`config.mk`:
```
export PLATFORM = sky130hd
export DESIGN_NAME = taxi_gt_apb_seq_flat
export DESIGN_NICKNAME = d
export VERILOG_FILES = /design/src/rtl/taxi_gt_apb_seq_pkg.sv /design/src/rtl/taxi_gt_apb_seq_if.sv /design/src/rtl/taxi_gt_apb_seq.sv /design/src/flat_wrapper.sv
export SDC_FILE = /design/constraint.sdc
export NUM_CORES = 1
export LEC_CHECK = 0
export BUFFER_PORTS_ARGS = -buffer_cell sky130_fd_sc_hd__clkbuf_2
export CORE_MARGIN = 2
export CORE_UTILIZATION = 35
export CTS_CLUSTER_SIZE = 8
export DETAILED_ROUTE_END_ITERATION = 8
export GPL_TIMING_DRIVEN = 0
export PLACE_DENSITY = 0.62
export SLEW_MARGIN = 5
export SYNTH_ARGS = -nofsm -noshare
export SYNTH_HDL_FRONTEND = slang
export SYNTH_SLANG_ARGS = --single-unit
```
`constraint.sdc`:
```
create_clock -name clk -period 3.45 [get_ports clk]
set_input_delay 0.345 -clock clk [delete_from_list [all_inputs] [get_ports clk]]
set_output_delay 0.345 -clock clk [all_outputs]
set_load 0.02 [all_outputs]
```
`src/rtl/taxi_gt_apb_seq_pkg.sv`:
```
// Shared types for the GT control-port APB sequencer: command opcodes,
// FSM states and the latched command record.
package taxi_gt_apb_seq_pkg;

  localparam int APB_ADDR_W = 18;
  localparam int APB_DATA_W = 16;

  typedef enum logic [1:0] {
    OP_READ  = 2'd0,
    OP_WRITE = 2'd1,
    OP_RMW   = 2'd2
  } op_t;

  typedef enum logic [2:0] {
    IDLE,
    SETUP,
    ACCESS,
    MODIFY,
    RESP
  } state_t;

  typedef struct packed {
    op_t                   op;
    logic [APB_ADDR_W-1:0] addr;
    logic [APB_DATA_W-1:0] data;
    logic [APB_DATA_W-1:0] mask;
  } cmd_t;

  // Encoding 3 is reserved and behaves as a plain read.
  function automatic op_t decode_op(input logic [1:0] raw);
    case (raw)
      2'd1:    return OP_WRITE;
      2'd2:    return OP_RMW;
      default: return OP_READ;
    endcase
  endfunction

endpackage

```
`src/rtl/taxi_gt_apb_seq_if.sv`:
```
// Command stream, response stream and APB requester bus of the sequencer.
// master = sequencer side, slave = command source / APB completer side.
interface taxi_gt_apb_seq_if #(
  parameter int ADDR_W = 18,
  parameter int DATA_W = 16
);
  localparam int STRB_W = DATA_W / 8;

  logic              s_cmd_valid;
  logic              s_cmd_ready;
  logic [1:0]        s_cmd_op;
  logic [ADDR_W-1:0] s_cmd_addr;
  logic [DATA_W-1:0] s_cmd_data;
  logic [DATA_W-1:0] s_cmd_mask;

  logic              m_rsp_valid;
  logic              m_rsp_ready;
  logic [DATA_W-1:0] m_rsp_data;
  logic              m_rsp_err;
  logic              m_rsp_timeout;

  logic              m_apb_psel;
  logic              m_apb_penable;
  logic              m_apb_pwrite;
  logic [ADDR_W-1:0] m_apb_paddr;
  logic [DATA_W-1:0] m_apb_pwdata;
  logic [STRB_W-1:0] m_apb_pstrb;
  logic              m_apb_pready;
  logic [DATA_W-1:0] m_apb_prdata;
  logic              m_apb_pslverr;

  modport master (
    input  s_cmd_valid, s_cmd_op, s_cmd_addr, s_cmd_data, s_cmd_mask,
    output s_cmd_ready,
    output m_rsp_valid, m_rsp_data, m_rsp_err, m_rsp_timeout,
    input  m_rsp_ready,
    output m_apb_psel, m_apb_penable, m_apb_pwrite, m_apb_paddr, m_apb_pwdata, m_apb_pstrb,
    input  m_apb_pready, m_apb_prdata, m_apb_pslverr
  );

  modport slave (
    output s_cmd_valid, s_cmd_op, s_cmd_addr, s_cmd_data, s_cmd_mask,
    input  s_cmd_ready,
    input  m_rsp_valid, m_rsp_data, m_rsp_err, m_rsp_timeout,
    output m_rsp_ready,
    input  m_apb_psel, m_apb_penable, m_apb_pwrite, m_apb_paddr, m_apb_pwdata, m_apb_pstrb,
    output m_apb_pready, m_apb_prdata, m_apb_pslverr
  );

endinterface

```
`src/rtl/taxi_gt_apb_seq.sv`:
```
// APB requester for the GT DRP control port: runs READ/WRITE/RMW commands as
// one or two APB transfers. Optional ACCESS timeout: GT_APB_SEQ_TIMEOUT_EN.
module taxi_gt_apb_seq
  import taxi_gt_apb_seq_pkg::*;
#(
  parameter int ADDR_W  = APB_ADDR_W,
  parameter int DATA_W  = APB_DATA_W,
  parameter int TIMEOUT = 1024
) (
  input  logic                clk,
  input  logic                rst,
  taxi_gt_apb_seq_if.master   bus,
  output logic                busy
);

  localparam int STRB_W = DATA_W / 8;

  state_t            state_reg, state_next;
  cmd_t              cmd_reg, cmd_next;
  logic [DATA_W-1:0] wdata_reg, wdata_next;
  logic              wr_phase_reg, wr_phase_next;
  logic [DATA_W-1:0] rsp_data_reg, rsp_data_next;
  logic              rsp_err_reg, rsp_err_next;
  logic              is_write;

`ifdef GT_APB_SEQ_TIMEOUT_EN
  localparam int CNT_W = $clog2(TIMEOUT + 1);
  logic [CNT_W-1:0]  cnt_reg;
  logic              rsp_timeout_reg, rsp_timeout_next;
  logic              cnt_expired;

  assign cnt_expired = (cnt_reg == CNT_W'(TIMEOUT - 1));

  // Cleared in SETUP so every ACCESS (read or write phase) starts from zero.
  always_ff @(posedge clk or posedge rst) begin
    if (rst) begin
      cnt_reg         <= '0;
      rsp_timeout_reg <= 1'b0;
    end else begin
      rsp_timeout_reg <= rsp_timeout_next;
      if (state_reg == SETUP)
        cnt_reg <= '0;
      else if (state_reg == ACCESS && !bus.m_apb_pready)
        cnt_reg <= cnt_reg + 1'b1;
    end
  end

  assign bus.m_rsp_timeout = rsp_timeout_reg;
`else
  assign bus.m_rsp_timeout = 1'b0;
`endif

  always_ff @(posedge clk or posedge rst) begin
    if (rst) begin
      state_reg    <= IDLE;
      cmd_reg      <= '0;
      wdata_reg    <= '0;
      wr_phase_reg <= 1'b0;
      rsp_data_reg <= '0;
      rsp_err_reg  <= 1'b0;
    end else begin
      state_reg    <= state_next;
      cmd_reg      <= cmd_next;
      wdata_reg    <= wdata_next;
      wr_phase_reg <= wr_phase_next;
      rsp_data_reg <= rsp_data_next;
      rsp_err_reg  <= rsp_err_next;
    end
  end

  always_comb begin
    state_next    = state_reg;
    cmd_next      = cmd_reg;
    wdata_next    = wdata_reg;
    wr_phase_next = wr_phase_reg;
    rsp_data_next = rsp_data_reg;
    rsp_err_next  = rsp_err_reg;
`ifdef GT_APB_SEQ_TIMEOUT_EN
    rsp_timeout_next = rsp_timeout_reg;
`endif

    case (state_reg)
      IDLE: begin
        if (bus.s_cmd_valid) begin
          cmd_next.op   = decode_op(bus.s_cmd_op);
          cmd_next.addr = bus.s_cmd_addr;
          cmd_next.data = bus.s_cmd_data;
          cmd_next.mask = bus.s_cmd_mask;
          wdata_next    = bus.s_cmd_data;
          wr_phase_next = 1'b0;
          rsp_data_next = '0;
          rsp_err_next  = 1'b0;
`ifdef GT_APB_SEQ_TIMEOUT_EN
          rsp_timeout_next = 1'b0;
`endif
          state_next    = SETUP;
        end
      end
      SETUP: state_next = ACCESS;
      ACCESS: begin
        if (bus.m_apb_pready) begin
          rsp_err_next = rsp_err_reg | bus.m_apb_pslverr;
          if (cmd_reg.op == OP_RMW && !wr_phase_reg) begin
            // A failed read leaves the target untouched and reports what came back.
            rsp_data_next = bus.m_apb_prdata;
            state_next    = bus.m_apb_pslverr ? RESP : MODIFY;
          end else begin
            rsp_data_next = (cmd_reg.op == OP_READ) ? bus.m_apb_prdata : wdata_reg;
            state_next    = RESP;
          end
        end
`ifdef GT_APB_SEQ_TIMEOUT_EN
        else if (cnt_expired) begin
          rsp_err_next     = 1'b1;
          rsp_timeout_next = 1'b1;
          rsp_data_next    = '0;
          state_next       = RESP;
        end
`endif
      end
      MODIFY: begin
        wdata_next    = (rsp_data_reg & ~cmd_reg.mask) | (cmd_reg.data & cmd_reg.mask);
        wr_phase_next = 1'b1;
        state_next    = SETUP;
      end
      RESP: begin
        if (bus.m_rsp_ready)
          state_next = IDLE;
      end
      default: state_next = IDLE;
    endcase
  end

  assign is_write = (cmd_reg.op == OP_WRITE) || (cmd_reg.op == OP_RMW && wr_phase_reg);

  // APB outputs decode straight from state so reset drops psel without waiting a clock.
  assign bus.s_cmd_ready   = (state_reg == IDLE) && !rst;
  assign bus.m_apb_psel    = (state_reg == SETUP) || (state_reg == ACCESS);
  assign bus.m_apb_penable = (state_reg == ACCESS);
  assign bus.m_apb_pwrite  = bus.m_apb_psel && is_write;
  assign bus.m_apb_paddr   = cmd_reg.addr;
  assign bus.m_apb_pwdata  = bus.m_apb_pwrite ? wdata_reg : '0;
  assign bus.m_apb_pstrb   = bus.m_apb_pwrite ? {STRB_W{1'b1}} : '0;

  assign bus.m_rsp_valid = (state_reg == RESP);
  assign bus.m_rsp_data  = rsp_data_reg;
  assign bus.m_rsp_err   = rsp_err_reg;

  assign busy = (state_reg != IDLE);

endmodule

```
`src/flat_wrapper.sv`:
```
// flat-port wrapper written by rule: the top's interface ports become plain ports
module taxi_gt_apb_seq_flat import taxi_gt_apb_seq_pkg::*;
#(
  parameter int ADDR_W  = APB_ADDR_W,
  parameter int DATA_W  = APB_DATA_W,
  parameter int TIMEOUT = 1024
)
  (clk, rst, busy, bus_s_cmd_valid, bus_s_cmd_op, bus_s_cmd_addr, bus_s_cmd_data, bus_s_cmd_mask, bus_s_cmd_ready, bus_m_rsp_valid, bus_m_rsp_data, bus_m_rsp_err, bus_m_rsp_timeout, bus_m_rsp_ready, bus_m_apb_psel, bus_m_apb_penable, bus_m_apb_pwrite, bus_m_apb_paddr, bus_m_apb_pwdata, bus_m_apb_pstrb, bus_m_apb_pready, bus_m_apb_prdata, bus_m_apb_pslverr);
  taxi_gt_apb_seq_if #(.ADDR_W(ADDR_W), .DATA_W(DATA_W)) bus_i ();
  input  logic clk;
  input  logic rst;
  output logic busy;
  input wire logic [$bits(bus_i.s_cmd_valid)-1:0] bus_s_cmd_valid;
  input wire logic [$bits(bus_i.s_cmd_op)-1:0] bus_s_cmd_op;
  input wire logic [$bits(bus_i.s_cmd_addr)-1:0] bus_s_cmd_addr;
  input wire logic [$bits(bus_i.s_cmd_data)-1:0] bus_s_cmd_data;
  input wire logic [$bits(bus_i.s_cmd_mask)-1:0] bus_s_cmd_mask;
  output wire logic [$bits(bus_i.s_cmd_ready)-1:0] bus_s_cmd_ready;
  output wire logic [$bits(bus_i.m_rsp_valid)-1:0] bus_m_rsp_valid;
  output wire logic [$bits(bus_i.m_rsp_data)-1:0] bus_m_rsp_data;
  output wire logic [$bits(bus_i.m_rsp_err)-1:0] bus_m_rsp_err;
  output wire logic [$bits(bus_i.m_rsp_timeout)-1:0] bus_m_rsp_timeout;
  input wire logic [$bits(bus_i.m_rsp_ready)-1:0] bus_m_rsp_ready;
  output wire logic [$bits(bus_i.m_apb_psel)-1:0] bus_m_apb_psel;
  output wire logic [$bits(bus_i.m_apb_penable)-1:0] bus_m_apb_penable;
  output wire logic [$bits(bus_i.m_apb_pwrite)-1:0] bus_m_apb_pwrite;
  output wire logic [$bits(bus_i.m_apb_paddr)-1:0] bus_m_apb_paddr;
  output wire logic [$bits(bus_i.m_apb_pwdata)-1:0] bus_m_apb_pwdata;
  output wire logic [$bits(bus_i.m_apb_pstrb)-1:0] bus_m_apb_pstrb;
  input wire logic [$bits(bus_i.m_apb_pready)-1:0] bus_m_apb_pready;
  input wire logic [$bits(bus_i.m_apb_prdata)-1:0] bus_m_apb_prdata;
  input wire logic [$bits(bus_i.m_apb_pslverr)-1:0] bus_m_apb_pslverr;
  assign bus_i.s_cmd_valid = bus_s_cmd_valid;
  assign bus_i.s_cmd_op = bus_s_cmd_op;
  assign bus_i.s_cmd_addr = bus_s_cmd_addr;
  assign bus_i.s_cmd_data = bus_s_cmd_data;
  assign bus_i.s_cmd_mask = bus_s_cmd_mask;
  assign bus_s_cmd_ready = bus_i.s_cmd_ready;
  assign bus_m_rsp_valid = bus_i.m_rsp_valid;
  assign bus_m_rsp_data = bus_i.m_rsp_data;
  assign bus_m_rsp_err = bus_i.m_rsp_err;
  assign bus_m_rsp_timeout = bus_i.m_rsp_timeout;
  assign bus_i.m_rsp_ready = bus_m_rsp_ready;
  assign bus_m_apb_psel = bus_i.m_apb_psel;
  assign bus_m_apb_penable = bus_i.m_apb_penable;
  assign bus_m_apb_pwrite = bus_i.m_apb_pwrite;
  assign bus_m_apb_paddr = bus_i.m_apb_paddr;
  assign bus_m_apb_pwdata = bus_i.m_apb_pwdata;
  assign bus_m_apb_pstrb = bus_i.m_apb_pstrb;
  assign bus_i.m_apb_pready = bus_m_apb_pready;
  assign bus_i.m_apb_prdata = bus_m_apb_prdata;
  assign bus_i.m_apb_pslverr = bus_m_apb_pslverr;
  taxi_gt_apb_seq #(.ADDR_W(ADDR_W), .DATA_W(DATA_W), .TIMEOUT(TIMEOUT)) u_core (.clk(clk), .rst(rst), .bus(bus_i), .busy(busy));
endmodule
```
==> results.md <==
* WP data required at 3.11 ns
* Overall routed net length at 10,100 um
* Post-Syn Area at 4340 sq um
* Max clock buf depth at 2
* Total CTS buffers at 9
* R2R cell count at 5
* Starting density of the core at 36.0%
* Total GRT Usage at 15.9%
* Compound-Gate Fraction of Synth Area at ~5.6%
* Max reg flops at 34
* Post-DRT Antenna Nets at 0
* Max rail drop VDD at 0.396 mV
* Sequential-to-total area share from yosys stat at about half
* Critical Path Sink Type: output pin
* CP startpoint kind: flip-flop
* GR Overflow Total at 0
* Final Net Count at between 500 and 600
* H-tree Lvls at 3
* Core Area at 12,100 sq um
* Synth-to-Final Area Change at 26.7%
* Max-cap check violation count at 0
* Mux contribution to synthesized area at a little under a third
* Mapped Nets at 388
* Peak fanout along the critical path at 12
* Pre-antenna DRT Iters at 4
* Status: finished, final reports clean
* Fin crit period at approximately 2.7 ns
* Fmax at around 370 MHz
* Routability cong. at 0.782
* Crit path from: u_core.state_reg[1]
* Fin crit share at 78.8%
* Setup Crit Path Kind: reg -> out
* DR vias at 2,913
* First-pass GRT wire length at between 15,000 and 20,000 um
* Initial DRC Count at 139
* Initial antenna violation count at 0
* Number of port buffers at between 100 and 150
* Layout cells sized above 1 at between 60% and 70%
* Die Area at 13,300 sq um
* Cts repair resizes at 0
* Fin. Hold Viols at 0
* Clock transition at the registers of the reported paths at approximately 0.060 ns
* Adder-cell area share of the yosys netlist at 0%
* Root Driver: clkbuf_16
* Power Dens Cells at 956 nW/um^2
* Crit path cell chain: buf_6 > or2b_1 > a221oi_2 > buf_4 > and2_1 > clkbuf_2
* Commonest non-fill, non-tap cells in the layout: 132 x clkbuf_2, 89 x dfrtp_1, 88 x mux2_2
* Worst EP arrival at 2.37 ns
* DP Cell Count at between 600 and 700
* DRC violations left at 0
* Simple-gate share of the synthesized area at 5.45%
* Post-Synth XOR/XNOR Area at 0%
* Setup Buffers After CTS at 0
* Die X at 115 um
* Synth Warn # at 0
* CP max-delay cell: a221oi_2
* Io pins at 134
* Bufs and invs on worst path at 3
* Antenna diodes at 0
* FF+latch count, synth at around 90
* Min-Delay Path Class: in -> async
* Vias per cell at 4.62
* Distinct cells, synth at 32
* Std-Cell Rows at 40
* Pins Over Slew Limit at 0
* Worst path depth at 6
* R2R Setup Slk at 1.55 ns
* Clock Skews at 0.00793 ns
* DP HPWL at 7210 um
* CP top delay family: buffers and inverters
* Largest net degree at the start of global routing at 48
* Leakage power at ~2.7 nW
* Mapped Avg Cell Area at 13.8 sq um
* Main combinational cell family by area after synthesis: multiplexers
* FF-to-FF Start: u_core.state_reg[0]
* Cells after Synth at 314
* Worst-skew pair later-pin latency at 0.34 ns
* CTS tree: built
* Vias in the first global route at ~3,100
* WL per Instance at 16.0 um
* Max incr delay on CP at about 0.6 ns
* Fin util at ~46%
* CTS sink count at about 90
* RSZ-0062 raised after global routing: no
* Die Ht at 115 um
* Commonest non-fill, non-tap cell in the layout: clkbuf_2
* Slew @ Worst Pin at 0.648 ns
* Final setup viols at 0
* Hold-fix buffers, CTS at 0
* Slew headroom at 56.8%
* Fin cells at 630
==> metal layers <==
metal / up-vias / GRT usage, % / part of all wire (%)
met3: 13 / 4.80 / 6.2
met4: 0 / 6.75 / 1.8
li1: 1384 / - / -
met5: - / 0 / 0
met2: 88 / 25.8 / 48
met1: 1428 / 19.9 / 44
==> cell type report <==
| cell class | count | area, sq um |
|---|---|---|
| plain buffers | 38 | 295 |
| clock buffers | 12 | 246 |
| clock inverters | 3 | 17.5 |
| fillers | 1132 | 6570 |
| inverters | 6 | 25.0 |
| multi-input cells | 181 | 1790 |
| flip-flops and latches | 89 | 2230 |
| well taps | 168 | 210 |
| repair buffers | 133 | 681 |
==> worst reg2reg max path: cells and delay by family (launching register included) <==
kind            cells  cell delay [ns]
compound gates      1             0.33
buf+inv             2             0.36
flops               1             0.40
mux                 1             0.31
simple gates        1             0.40
==> per-stage QoR <==
stage / setup WS, ns / hold WS, ns / TNS, ns / total power, W / cell area [sq um]
floorplan: 0.798 / 0.475 / 0 / 0.00372 / 4340
CTS: 0.605 / 0.101 / 0 / 0.00535 / 5500
global route: 0.533 / 0.125 / 0 / 0.00561 / 5500
global placement: -0.335 / 0.480 / -29.17 / 0.00434 / 5210
detailed placement: 0.984 / 0.476 / 0 / 0.00443 / 5230
finish: 0.732 / 0.0793 / 0 / 0.00525 / 5500
==> final timing paths <==
path	to
worst max-delay path	bus_m_apb_pwdata[11]
worst min-delay path	u_core.bus.m_rsp_err
worst max register to register	u_core.wdata_reg[5]
worst min register to register	u_core.bus.m_rsp_err
max in group asynchronous	u_core.wdata_reg[4]
min in group clk	u_core.cmd_reg[4]
==> cell usage after synthesis (all sizes together) <==
cell	instances	area [sq um]
a21o	1	7.51
a21oi	5	40.0
a221oi	1	15.0
and2	16	100
and3b	1	8.76
buf	36	288
clkbuf	2	7.51
conb	1	3.75
dfrtp	89	2230
inv	6	22.5
mux2	98	1140
mux2i	17	170
nand2	3	11.3
nand2b	3	18.8
nand3b	3	22.5
nor2	1	3.75
nor3	1	5.00
nor3b	2	15.0
nor4b	3	26.3
o21a	1	7.51
o21ai	3	15.0
o21bai	1	7.51
o2bb2ai	17	149
or2b	1	7.51
or3	1	6.26
or3b	1	11.3
==> power by group <==
part | leakage, nW | switching [W] | internal (W)
clock | 0.128 | 0.000395 | 0.000502
sequential | 1.08 | 0.000340 | 0.00158
combinational | 1.49 | 0.00115 | 0.00129
==> kinds of logic after synthesis <==
family          after synthesis
compound gates               29
flops                        89
simple gates                 36
other cells                   1
buf+inv                      44
mux                         115
No activity file was read; power rests on OpenSTA's default activity.
